**src/rtl/echo_pkg.sv**
```systemverilog
// Shared types and default constants for the echo ranging sequencer.
package echo_pkg;

  localparam int unsigned DEF_PERIOD_CYC       = 500000;
  localparam int unsigned DEF_TX_HALF_CYC      = 278;
  localparam int unsigned DEF_TX_CYCLES        = 10;
  localparam int unsigned DEF_FIFO_CLR_CYC     = 8;
  localparam int unsigned DEF_PROC_TIMEOUT_CYC = 400000;

  localparam int unsigned TOF_W  = 20;
  localparam int unsigned PEAK_W = 18;
  localparam int unsigned PCNT_W = 19;
  localparam int unsigned MEAS_W = 16;

  typedef enum logic [2:0] {
    ST_IDLE,
    ST_CLEAR,
    ST_START,
    ST_BURST,
    ST_CAPTURE,
    ST_LATCH,
    ST_WAIT
  } state_e;

endpackage

```
**src/rtl/echo_meas_sequencer_tx_burst_gen.sv**
```systemverilog
// Transducer burst generator: square wave of TX_CYCLES periods, starting high.
module tx_burst_gen #(
  parameter int unsigned TX_HALF_CYC = 278,
  parameter int unsigned TX_CYCLES   = 10
) (
  input  logic clk_50M,
  input  logic rst_n,
  input  logic start,
  input  logic abort,
  output logic tx_out,
  output logic burst_done
);

  localparam int unsigned HALF_W = $clog2(TX_HALF_CYC + 1);
  localparam int unsigned EDGE_W = $clog2(2 * TX_CYCLES + 1);
  localparam logic [HALF_W-1:0] HALF_LAST = HALF_W'(TX_HALF_CYC - 1);
  localparam logic [EDGE_W-1:0] EDGE_LAST = EDGE_W'(2 * TX_CYCLES - 1);

  logic              active_q, active_d;
  logic              tx_q, tx_d;
  logic [HALF_W-1:0] half_cnt_q, half_cnt_d;
  logic [EDGE_W-1:0] edge_cnt_q, edge_cnt_d;

  // burst_done marks the final clock of the last half-period
  assign burst_done = active_q && (half_cnt_q == HALF_LAST) && (edge_cnt_q == EDGE_LAST);
  assign tx_out     = tx_q;

  // Half-period and half-period-count sequencing; abort has priority over start
  always_comb begin
    active_d   = active_q;
    tx_d       = tx_q;
    half_cnt_d = half_cnt_q;
    edge_cnt_d = edge_cnt_q;
    if (abort) begin
      active_d   = 1'b0;
      tx_d       = 1'b0;
      half_cnt_d = '0;
      edge_cnt_d = '0;
    end else if (start) begin
      active_d   = 1'b1;
      tx_d       = 1'b1;
      half_cnt_d = '0;
      edge_cnt_d = '0;
    end else if (active_q) begin
      if (half_cnt_q == HALF_LAST) begin
        half_cnt_d = '0;
        if (edge_cnt_q == EDGE_LAST) begin
          active_d   = 1'b0;
          tx_d       = 1'b0;
          edge_cnt_d = '0;
        end else begin
          tx_d       = ~tx_q;
          edge_cnt_d = edge_cnt_q + 1'b1;
        end
      end else begin
        half_cnt_d = half_cnt_q + 1'b1;
      end
    end
  end

  // Burst state registers; reset drops the drive line immediately
  always_ff @(posedge clk_50M or negedge rst_n) begin
    if (!rst_n) begin
      active_q   <= 1'b0;
      tx_q       <= 1'b0;
      half_cnt_q <= '0;
      edge_cnt_q <= '0;
    end else begin
      active_q   <= active_d;
      tx_q       <= tx_d;
      half_cnt_q <= half_cnt_d;
      edge_cnt_q <= edge_cnt_d;
    end
  end

endmodule

```
**src/rtl/echo_meas_sequencer.sv**
```systemverilog
// Ranging-cycle scheduler: FIFO flush, correlator start, TX burst, capture gating,
// completion/timeout wait and result latching, repeated every PERIOD_CYC clocks.
module echo_meas_sequencer
  import echo_pkg::*;
#(
  parameter int unsigned PERIOD_CYC       = DEF_PERIOD_CYC,
  parameter int unsigned TX_HALF_CYC      = DEF_TX_HALF_CYC,
  parameter int unsigned TX_CYCLES        = DEF_TX_CYCLES,
  parameter int unsigned FIFO_CLR_CYC     = DEF_FIFO_CLR_CYC,
  parameter int unsigned PROC_TIMEOUT_CYC = DEF_PROC_TIMEOUT_CYC
) (
  input  logic              clk_50M,
  input  logic              rst_n,
  input  logic              enable,
  input  logic              proc_done,
  input  logic              hit_flag,
  input  logic [TOF_W-1:0]  echo_tof,
  input  logic [PEAK_W-1:0] echo_peak,
  output logic              sys_start_pulse,
  output logic              fifo_aclr,
  output logic              fifo_wren_en,
  output logic              tx_out,
  output logic              result_valid,
  output logic              result_hit,
  output logic [TOF_W-1:0]  result_tof,
  output logic [PEAK_W-1:0] result_peak,
  output logic              timeout_err,
  output logic              busy,
  output logic [MEAS_W-1:0] meas_cnt
);

  localparam int unsigned CLR_W = $clog2(FIFO_CLR_CYC + 1);
  localparam logic [CLR_W-1:0]  CLR_LAST  = CLR_W'(FIFO_CLR_CYC - 1);
  localparam logic [PCNT_W-1:0] PCNT_MAX  = PCNT_W'(PERIOD_CYC - 1);
  localparam logic [PCNT_W-1:0] WAIT_LAST = PCNT_W'(PERIOD_CYC - FIFO_CLR_CYC - 1);
  localparam logic [PCNT_W-1:0] TIMEOUT   = PCNT_W'(PROC_TIMEOUT_CYC);

  state_e              state_q, state_d;
  logic [CLR_W-1:0]    clr_cnt_q, clr_cnt_d;
  logic [PCNT_W-1:0]   period_cnt_q, period_cnt_d;
  logic                res_hit_q, res_hit_d;
  logic [TOF_W-1:0]    res_tof_q, res_tof_d;
  logic [PEAK_W-1:0]   res_peak_q, res_peak_d;
  logic                to_q, to_d;
  logic [MEAS_W-1:0]   meas_cnt_q, meas_cnt_d;

  logic burst_start;
  logic burst_abort;
  logic burst_done;
  logic take_done;
  logic take_timeout;
  logic timeout_hit;

  assign timeout_hit = (period_cnt_q == TIMEOUT);
  assign burst_start = (state_q == ST_START);
  assign burst_abort = take_timeout;

  tx_burst_gen #(
    .TX_HALF_CYC (TX_HALF_CYC),
    .TX_CYCLES   (TX_CYCLES)
  ) u_tx_burst_gen (
    .clk_50M    (clk_50M),
    .rst_n      (rst_n),
    .start      (burst_start),
    .abort      (burst_abort),
    .tx_out     (tx_out),
    .burst_done (burst_done)
  );

  // Control outputs decode straight from the state so reset clears them at once
  assign fifo_aclr       = (state_q == ST_CLEAR);
  assign sys_start_pulse = (state_q == ST_START);
  assign fifo_wren_en    = (state_q == ST_START) || (state_q == ST_BURST) ||
                           (state_q == ST_CAPTURE);
  assign busy            = (state_q != ST_IDLE) && (state_q != ST_WAIT);
  assign result_valid    = (state_q == ST_LATCH);
  assign timeout_err     = (state_q == ST_LATCH) && to_q;
  assign result_hit      = res_hit_q;
  assign result_tof      = res_tof_q;
  assign result_peak     = res_peak_q;
  assign meas_cnt        = meas_cnt_q;

  // Next-state, period counter and result capture
  always_comb begin
    state_d      = state_q;
    clr_cnt_d    = '0;
    res_hit_d    = res_hit_q;
    res_tof_d    = res_tof_q;
    res_peak_d   = res_peak_q;
    to_d         = to_q;
    meas_cnt_d   = meas_cnt_q;
    take_done    = 1'b0;
    take_timeout = 1'b0;

    case (state_q)
      ST_IDLE: begin
        if (enable) state_d = ST_CLEAR;
      end
      ST_CLEAR: begin
        if (clr_cnt_q == CLR_LAST) state_d = ST_START;
        else clr_cnt_d = clr_cnt_q + 1'b1;
      end
      ST_START: state_d = ST_BURST;
      ST_BURST: begin
        if (timeout_hit) take_timeout = 1'b1;
        else if (burst_done) state_d = ST_CAPTURE;
      end
      ST_CAPTURE: begin
        if (proc_done) take_done = 1'b1;
        else if (timeout_hit) take_timeout = 1'b1;
      end
      ST_LATCH: state_d = ST_WAIT;
      ST_WAIT: begin
        if (period_cnt_q == WAIT_LAST) state_d = enable ? ST_CLEAR : ST_IDLE;
      end
      default: state_d = ST_IDLE;
    endcase

    if (take_done || take_timeout) begin
      state_d    = ST_LATCH;
      res_hit_d  = take_done ? hit_flag : 1'b0;
      res_tof_d  = echo_tof;
      res_peak_d = echo_peak;
      to_d       = take_timeout;
      meas_cnt_d = meas_cnt_q + 1'b1;
    end

    // Counter reads 0 during START so the WAIT exit lands the next START
    // exactly PERIOD_CYC clocks later
    if (state_d == ST_START) period_cnt_d = '0;
    else if (period_cnt_q != PCNT_MAX) period_cnt_d = period_cnt_q + 1'b1;
    else period_cnt_d = period_cnt_q;
  end

  // State, counters and result registers
  always_ff @(posedge clk_50M or negedge rst_n) begin
    if (!rst_n) begin
      state_q      <= ST_IDLE;
      clr_cnt_q    <= '0;
      period_cnt_q <= '0;
      res_hit_q    <= 1'b0;
      res_tof_q    <= '0;
      res_peak_q   <= '0;
      to_q         <= 1'b0;
      meas_cnt_q   <= '0;
    end else begin
      state_q      <= state_d;
      clr_cnt_q    <= clr_cnt_d;
      period_cnt_q <= period_cnt_d;
      res_hit_q    <= res_hit_d;
      res_tof_q    <= res_tof_d;
      res_peak_q   <= res_peak_d;
      to_q         <= to_d;
      meas_cnt_q   <= meas_cnt_d;
    end
  end

endmodule

```
**config.mk**
```make
export PLATFORM = sky130hd
export DESIGN_NAME = echo_meas_sequencer
export DESIGN_NICKNAME = d
export VERILOG_FILES = /design/src/rtl/echo_pkg.sv /design/src/rtl/echo_meas_sequencer_tx_burst_gen.sv /design/src/rtl/echo_meas_sequencer.sv
export SDC_FILE = /design/constraint.sdc
export NUM_CORES = 1
export LEC_CHECK = 0
export BUFFER_PORTS_ARGS = -buffer_cell sky130_fd_sc_hd__buf_2
export CORE_MARGIN = 2
export CORE_UTILIZATION = 54
export DETAILED_ROUTE_END_ITERATION = 12
export MAX_ROUTING_LAYER = met4
export PLACE_DENSITY_LB_ADDON = 0.2
export SYNTH_ARGS = -nofsm -noshare
export SYNTH_HDL_FRONTEND = slang
export SYNTH_SLANG_ARGS = --single-unit
```
**constraint.sdc**
```tcl
create_clock -name clk_50M -period 2.95 [get_ports clk_50M]
set_input_delay 0.1475 -clock clk_50M [delete_from_list [all_inputs] [get_ports clk_50M]]
set_output_delay 0.1475 -clock clk_50M [all_outputs]
set_load 0.1 [all_outputs]
```
---- After elaboration in Yosys (flattened, before gate mapping) ----
Index checks and enable logic that the tools add are counted.
operators by class
  reductions and logical operators ........ 13
  muxes and demuxes ....................... 37
  div/mod/pow operators ................... 0
  bitwise gates (word level) .............. 1
  shift-type cells ........................ 0
  equal/unequal tests ..................... 14
  $mul .................................... 0
  $add $sub $neg .......................... 5
  $lt $le $gt $ge ......................... 0
operators with widths
  kind                   number
  $eq 19x19->1 const B   2
  $mux 19                2
  $mux 9                 4
  $mux 5                 5
  $pmux 3 s7             1
  $add 19x1->19 const B  1
  $ne 19x19->1 const B   1
  $mux 3                 6
  $add 16x1->16 const B  1
  $mux 1                 16
  $add 9x1->9 const B    1
  $eq 3x2->1 const B     3
  $eq 3x3->1 const B     3
  $eq 9x9->1 const B     1
  $reduce_bool 3->1      3
  $mux 4                 2
  $add 5x1->5 const B    1
  $eq 5x5->1 const B     1
  $add 4x1->4 const B    1
  $eq 4x3->1 const B     1
  $logic_and 1x1->1      4
  $eq 3x1->1 const B     1
  $logic_not 3->1        1
  $logic_or 1x1->1       3
  other kinds (5)        5
word-level totals
  flip-flop bits (word level) ............. 98
  output and inout bits ................... 62
  memory bits (writable) .................. 0
  bits in read-only memories .............. 0
  memories kept ........................... 0
  logic and storage cells ................. 82
  input bits .............................. 43
  latch bits .............................. 0

---- Longest topological paths before layout ----
Gate-level depths: netlist of run 1.
  depth after elaboration ................. 9
  gate-level depth with buffers ........... 9

---- By module ----
Synthesis of run 1 repeated with hierarchy kept, for this count alone.
unflattened totals
  cells, all modules ...................... 403
  area, all modules ....................... 4763.3 um^2
modules (own cells, without submodules)
  module               times used  cells each  area an instance (um^2)
  echo_meas_sequencer  1           311         3865.0
  tx_burst_gen         1           92          898.4

---- Worst setup path after synthesis of run 1 ----
OpenSTA, ideal clock, no wires.
  path kind ............................... register to output
  start point ............................. reg state_q[1]
  end point ............................... out timeout_err
  slack ................................... -811 ps
  cell stages (with the launch flop) ...... 4
  data arrival time ....................... 3613 ps
  cell sequence ........................... dfrtp_1 -> clkbuf_1 -> nor3_1 -> and2_1
between the ends
  cells in the longest elaborated chain, start to end .. 2
ends and longest elaborated chain
  element                 RTL line                    RTL
  from (decl)             echo_meas_sequencer.sv:38   state_e state_q, state_d;
  from (signal assigned)  echo_meas_sequencer.sv:147  state_q <= state_d;
  $eq 3x3->1              -
  named net result_valid  echo_meas_sequencer.sv:23   output logic result_valid,
  $logic_and 1x1->1       echo_meas_sequencer.sv:77   assign timeout_err = (state_q == ST_LATCH) && to_q;
  to (decl)               echo_meas_sequencer.sv:27   output logic timeout_err,
The timed path passes the listed nets, and every way through them passes these cells.

---- Final worst setup path of run 1 ----
  start point ............................. reg period_cnt_q[0]
  end point ............................... reg meas_cnt_q[15], in the netlist meas_cnt[15]
between the ends
  cells in the longest elaborated chain, start to end .. 5
ends and longest elaborated chain
  element                 RTL line                                                RTL
  from (decl)             echo_meas_sequencer.sv:40                               logic [PCNT_W-1:0] period_cnt_q, period_cnt_d;
  from (signal assigned)  echo_meas_sequencer.sv:149                              period_cnt_q <= period_cnt_d;
  $eq 19x19->1 *          echo_meas_sequencer.sv:54                               assign timeout_hit = (period_cnt_q == TIMEOUT);
  $mux 1 *                echo_meas_sequencer.sv:105, echo_meas_sequencer.sv:110
  $mux 1                  echo_meas_sequencer.sv:109                              if (proc_done) take_done = 1'b1;
  $pmux 1 s2 *            echo_meas_sequencer.sv:95                               case (state_q)
  $logic_or 1x1->1 *      echo_meas_sequencer.sv:119                              if (take_done || take_timeout) begin
  to (signal assigned)    echo_meas_sequencer.sv:154                              meas_cnt_q <= meas_cnt_d;
  to (decl)               echo_meas_sequencer.sv:45                               logic [MEAS_W-1:0] meas_cnt_q, meas_cnt_d;
Mark *: on every way between the ends. The rest lies on a longest branch, timed or not.
A chain may end at the register's enable or synchronous reset.

==> flow_summary_export.csv, run 1 <==
group,metric,value,unit
power_and_ir_drop,ir_drop,0.301,mV
sta,fin_crit,2330,ps
clocking,cts_max_level,3,
worst_setup_path,path_class,"flip-flop to flip-flop",
worst_hold_path,hp-class,"input pin to flip-flop",
global_route,grt_max_degree,52,
global_route,gr-usage-met2,37.2,%
placed_design,port_buffers,104,
synth,ys_seq_elements,98,
worst_setup_path,slowest_delay,590,ps
synth,yosys.area.top_type_share,54.0,%
synth,synth.largest_area_cell,"dfrtp_1",
finish,drive_above_1_share,21.5,%
route,drcViolationCount,0,
power_and_ir_drop,p_per_area,403,mW/mm2
global_route,globalRoute.totalOverflow,0,
synth,synth.avg_cell_area,9.34,um2
worst_setup_path,cp_max_fo,19,
synth,synth_top_flop_cell,"dfrtp_1",
clocking,cts-root-buf,"clkbuf_8",
global_route,grt_first_pass_wirelength,16600,um
worst_setup_path,ff2ff_setup_slack,620,ps
route,initialDrtViolationCount,123,
finish,regArea,0.00245,mm2
synth,async_flop_share,100,%
floorplanning,die_y,95.7,um
global_route,grt_util_met3,4.19,%
global_route,grt_pass1_vias,3519,
synth,netlist_area,0.00454,mm2
clocking,cts_tree,"done",
finish,layout_commonest_cell,"nand2_1",
worst_hold_path,min_from,"enable",
global_route,grt.busiest_layer,"met2",
clocking,clkTransAtPathRegs,100,ps
clocking,cts_setup_buffers,0,
sta,maxSlewViolCount,0,
global_route,antenna_found_initial,0,
synth,syn_nets,536,
floorplanning,core,0.00818,mm2
finish,layout_common_cells,"nand2_1 (144), buf_2 (103), dfrtp_1 (98)",
synth,ys_top_cells_by_area,"dfrtp_1 (54%), nand2_1 (12%), xnor2_1 (4.8%), nor2_1 (4.1%), xor2_1 (2.7%)",
synth,synth-adder-area-share,1.93,%
synth,synth_compound_area_share,4.41,%
placed_design,dp_hpwl,6810,um
route,dr.pass1.iters,4,
worst_setup_path,r2r_cells,7,
finish,diodes,0,
finish,fillCellCount,593,
floorplanning,start_util,55.5,%
floorplanning,dieWidth,95.7,um
sta,holdWs,67.4,ps
clocking,clock_sinks,98,
route,num_vias,3795,
finish,final_net_count,677,
worst_setup_path,critPathCaptureType,"flip-flop",
worst_setup_path,reg2reg_from,"period_cnt_q[0]$_DFFE_PN0P_",
sta,rsz0062_at_grt,"no",
synth,yosysUniqueCellTypes,48,
worst_hold_path,hold-path-endpoint,"state_q[0]$_DFF_PN0_",
sta,clock_skew,13.8,ps
sta,fin_crit_sh,78.9,%
floorplanning,die_area,0.00916,mm2
finish,multiInputGateArea,0.00198,mm2
synth,synth.area.mux_share,0.441,%
placed_design,gp_congestion,0.872,
sta,relSlewSlack,50.8,%
clocking,clock_path_buffers,2,
floorplanning,rows,33,
synth,ys_seq_area_share,54.0,%
floorplanning,num_io_pins,105,
synth,synth_top_family_by_area,"simple AND/OR/NAND/NOR gates",
clocking,worstSkewPairLatency,370,ps
worst_setup_path,worst_ep_required_time,3220,ps
worst_hold_path,whs_path_depth,3,
sta,hold_viol,0,
power_and_ir_drop,p_leak,3.08,nW
synth,synth-simple-area-share,29.1,%
worst_setup_path,cp_cell_sequence,"inv_1, ha_1, nor4b_1, and3_1, a31oi_4, or4_1, xnor2_1",
sta,tns,0,ps
sta,setup_violations,0,
status,status,"finished clean",
sta,tightest_slew,732,ps
finish,syn_to_final_growth,27.0,%
placed_design,place_area,0.00517,mm2
worst_setup_path,reg2reg_to,"meas_cnt[15]$_DFFE_PN0P_",
finish,final_area,0.00577,mm2
clocking,cts-buffers-inserted,9,
synth,synth-edff-count,0,
route,routedWlPerCell,13.9,um
worst_setup_path,slowest_stage,"or4_1",
synth,synthCells,486,
flow_run,max_cap_viol_count,0,
worst_setup_path,startpoint_type,"flip-flop",
route,drtAntennaViolNets,0,
route,routed_wl,10200,um
global_route,track_usage,24.1,%
synth,yosys_warnings,0,
sta,fmax,0.430,GHz
global_route,use_met1,32.3,%
synth,synth_xor_area_share,7.52,%
worst_setup_path,crit_arrival,2600,ps
route,viasPerCell,5.15,
finish,final_util,70.5,%
==> critical path: cells and delay by family, from the launching register on <==
family | cells | cell delay, ps
AO/OA/AOI/OAI | 1 | 260
XOR/XNOR | 1 | 140
adder cells (fa/ha/maj) | 1 | 130
buffers and inverters | 1 | 80
flip-flops | 1 | 440
AND/OR/NAND/NOR | 3 | 1190
==> per-stage QoR <==
stage	std cells	worst slack, ps	power, mW
3_5_place_dp	681	612	1.43
2_1_floorplan	486	107	1.37
5_1_grt	737	448	2.41
4_1_cts	737	603	2.35
6_report	737	624	2.33
3_3_place_gp	681	710	1.43
==> layer usage <==
layer	share of wire, %	vias to the layer above
met5	0	-
met4	1.9	0
met3	4.7	16
met2	48	95
met1	45	1801
li1	-	1883
==> cells in the mapped netlist (2+ instances only) <==
cell	number
nor2_1	49
a31o_2	2
and4_1	3
a211oi_1	3
o21ai_0	4
or3b_2	2
nor4b_1	2
xor2_1	14
ha_1	7
nand2_1	144
xnor2_1	25
nand2b_1	5
nand3_1	15
nand4_1	17
nor4bb_1	2
and2_1	3
nor3_1	10
clkbuf_1	18
buf_2	2
dfrtp_1	98
inv_1	10
or3_1	2
nor2b_1	4
a31oi_1	3
mux2i_1	2
a21oi_1	9
and3_1	10
==> logic make-up after synthesis <==
family | Yosys count
AO/OA/AOI/OAI | 29
flip-flops | 98
AND/OR/NAND/NOR | 281
adder cells (fa/ha/maj) | 7
buffers and inverters | 30
multiplexers | 2
XOR/XNOR | 39
==> where the power goes <==
group	leakage [nW]	switching, mW	internal [mW]
clock network	0.103	0.482	0.405
logic	1.67	0.0418	0.0564
registers	1.30	0	1.34
total	3.08	0.524	1.80
==> how the worst max path moves through the flow <==
stage,startpoint,to,cells past startpoint,slack (ps)
floorplan,state_q[1]$_DFF_PN0_,timeout_err,3,110
global placement,period_cnt_q[0]$_DFFE_PN0P_,meas_cnt[15]$_DFFE_PN0P_,7,710
detailed placement,period_cnt_q[0]$_DFFE_PN0P_,meas_cnt[15]$_DFFE_PN0P_,7,610
CTS,period_cnt_q[0]$_DFFE_PN0P_,meas_cnt[15]$_DFFE_PN0P_,7,600
global route,period_cnt_q[0]$_DFFE_PN0P_,meas_cnt[15]$_DFFE_PN0P_,7,450
finish,period_cnt_q[0]$_DFFE_PN0P_,meas_cnt[15]$_DFFE_PN0P_,7,620
==> final cells by class <==
type / count / share of cell area [%]
Sequential cell: 98 / 42.5
Multi-Input combinational cell: 358 / 34.3
Timing Repair Buffer: 150 / 16.8
Tap cell: 105 / 2.28
Clock buffer: 10 / 2.21
Clock inverter: 6 / 1.26
Inverter: 10 / 0.651
==> sequential cells by signal, summed over array words and instances (netlist names) <==
register,cells
result_hit,1
to_q,1
u_tx_burst_gen.half_cnt_q,9
u_tx_burst_gen.edge_cnt_q,5
meas_cnt,16
state_q,3
u_tx_burst_gen.tx_out,1
period_cnt_q,19
u_tx_burst_gen.active_q,1
clr_cnt_q,4
result_tof,20
result_peak,18
==> repair_timing <==
action | 4_1_cts | 5_1_grt
endpoints found under the setup margin | 0 | 0
resized for setup | 0 | 0
hold buffers | 40 | 0
endpoints found under the hold margin | 88 | 0
(Power assumes the default switching activity.)
==> inputs of run 2 (changes only) <==
CORE_UTILIZATION = 49   (was 54)
clock period = 2.06 ns   (was 2.95 ns; I/O delays follow)
==> run 2 against run 1 <==
Register-to-register slack got worse by 530 ps. Cell count increased by 4.6%. Critical path depth decreased by 2. Sequential power increased by 43%.
==> flow_summary_export.csv, run 2 (same netlist as run 1, synthesis figures left out) <==
group,metric,value,unit
sta,fin_crit_sh,95.5,%
worst_setup_path,slowest_delay,590,ps
sta,tns,0,ps
global_route,grt_first_pass_wirelength,17100,um
finish,layout_common_cells,"nand2_1 (144), buf_2 (102), dfrtp_1 (89)",
worst_hold_path,whs_path_depth,3,
finish,layout_commonest_cell,"nand2_1",
power_and_ir_drop,p_per_area,539,mW/mm2
finish,final_cell_count_no_fill,771,
sta,holdWs,65.4,ps
worst_hold_path,hp-class,"input pin to flip-flop",
status,status,"finished clean",
worst_setup_path,worst_ep_required_time,2310,ps
finish,largest_register_ff_count,20,
placed_design,dpl_worst_slack,-17.6,ps
global_route,track_usage,22.0,%
finish,drive_above_1_share,27.4,%
route,routed_wl,10400,um
floorplanning,die_y,100,um
sta,fin_crit,1970,ps
worst_setup_path,slowest_stage,"or4_4",
finish,diodes,0,
route,dr.pass1.iters,4,
sta,setup_violations,0,
floorplanning,rows,35,
worst_setup_path,crit_arrival,2220,ps
route,drtAntennaViolNets,0,
route,viasPerCell,5.12,
floorplanning,die_area,0.0101,mm2
worst_setup_path,cp_max_fo,3,
finish,fillCellCount,734,
worst_setup_path,ff2ff_setup_slack,90,ps
route,initialDrtViolationCount,153,
worst_setup_path,reg2reg_from,"period_cnt_q[14]$_DFFE_PN0P_",
worst_setup_path,startpoint_type,"flip-flop",
global_route,grt_max_degree,79,
power_and_ir_drop,p_leak,3.22,nW
route,routedWlPerCell,13.5,um
floorplanning,num_io_pins,105,
clocking,cts-root-buf,"clkbuf_8",
worst_setup_path,cpLargestDelayFamily,"simple AND/OR/NAND/NOR gates",
finish,final_util,66.8,%
clocking,clkTransAtPathRegs,100,ps
route,drcViolationCount,0,
clocking,cts_tree,"done",
global_route,grt_pass1_vias,3709,
floorplanning,dieWidth,100,um
placed_design,dp_hpwl,7080,um
finish,regArea,0.00247,mm2
worst_setup_path,path_class,"flip-flop to flip-flop",
clocking,cts_max_level,3,
finish,final_net_count,705,
clocking,clock_sinks,98,
floorplanning,start_util,49.8,%
placed_design,dp.cells,713,
finish,multiInputGateArea,0.00203,mm2
worst_setup_path,r2r_cells,5,
sta,tightest_slew,580,ps
worst_setup_path,path_buf_inv,0,
route,num_vias,3948,
clocking,worstSkewPairLatency,370,ps
clocking,clock_path_buffers,2,
sta,hold_viol,0,
worst_hold_path,min_from,"proc_done",
sta,rsz0062_at_grt,"no",
sta,fmax,0.508,GHz
sta,timing.final.ws_setup,92.1,ps
floorplanning,core,0.00911,mm2
placed_design,gp_congestion,0.808,
worst_setup_path,reg2reg_to,"meas_cnt[15]$_DFFE_PN0P_",
global_route,antenna_found_initial,0,
finish,syn_to_final_growth,34.0,%
global_route,globalRoute.totalOverflow,0,
worst_hold_path,hold-path-endpoint,"to_q$_DFFE_PN0P_",
sta,clock_skew,15.0,ps
placed_design,port_buffers,104,
power_and_ir_drop,ir_drop,0.280,mV
clocking,cts-buffers-inserted,9,
worst_setup_path,critPathCaptureType,"flip-flop",
worst_setup_path,crit_cells,5,
flow_run,max_cap_viol_count,0,
sta,maxSlewViolCount,0,
worst_setup_path,cp_cell_sequence,"or4_4, nor2_8, a31oi_4, or4_1, xnor2_1",
sta,relSlewSlack,61.0,%
-- run 2: cell types whose count changed in the layout (fill, tap and decap cells not counted), sizes merged --
cell / change
buf: +27
clkinv: +2
bufinv: -1
clkbuf: +1
inv: -1
-- run 2: cell type report --
cell class | instances | share of cell area [%]
clock buffers | 10 | 2.26
clock inverters | 6 | 0.988
inverters | 10 | 0.617
multi-input cells | 358 | 33.4
flip-flops and latches | 98 | 40.6
well taps | 111 | 2.28
repair buffers | 178 | 19.8
-- run 2: report_power, final --
group	leakage, nW	switching [mW]	internal (mW)	total, mW
clock	0.100	0.714	0.498	1.21
combinational	1.83	0.0593	0.0822	0.142
sequential	1.29	0	1.92	1.92
total	3.22	0.773	2.50	3.27
-- run 2: worst register-to-register path, cell delays in order (launching register included) --
cell and delay (ps):
dfrtp_1 390, or4_4 590, nor2_8 120, a31oi_4 90, or4_1 540, xnor2_1 140
-- run 2: worst max path at each step --
| stage | endpoint | startpoint | slack, ps |
|---|---|---|---|
| detailed placement | meas_cnt[7]$_DFFE_PN0P_ | period_cnt_q[0]$_DFFE_PN0P_ | -20 |
| floorplan | timeout_err | state_q[1]$_DFF_PN0_ | -50 |
| global route | meas_cnt[15]$_DFFE_PN0P_ | period_cnt_q[1]$_DFFE_PN0P_ | 0.6 |
| finish | meas_cnt[15]$_DFFE_PN0P_ | period_cnt_q[14]$_DFFE_PN0P_ | 90 |
| CTS | period_cnt_q[3]$_DFFE_PN0P_ | period_cnt_q[13]$_DFFE_PN0P_ | 20 |
| global placement | meas_cnt[9]$_DFFE_PN0P_ | period_cnt_q[0]$_DFFE_PN0P_ | -80 |
-- run 2: layer usage --
metal	track usage [%]	up-vias	part of all wire, %
met4	8.75	0	2.0
met1	28.9	1890	46
met5	-	-	0
li1	-	1947	-
met3	3.06	17	3.6
met2	34.7	94	49
-- run 2: what timing repair did --
| action | CTS | global route |
|---|---|---|
| setup buffers | 0 | 2 |
| hold buffers | 40 | 0 |
| gates cloned | 0 | 0 |
| gates resized for setup | 3 | 4 |
| pin swaps | 1 | 1 |
| endpoints found under the hold margin | 59 | 0 |
| setup endpoints to repair | 46 | 23 |
-- run 2: stage by stage --
step	power, mW	cell area (um2)
after floorplan	1.96	4580
after global placement	2.04	5430
after detailed placement	2.05	5430
after CTS	3.31	6050
after global routing	3.40	6080
final	3.27	6080
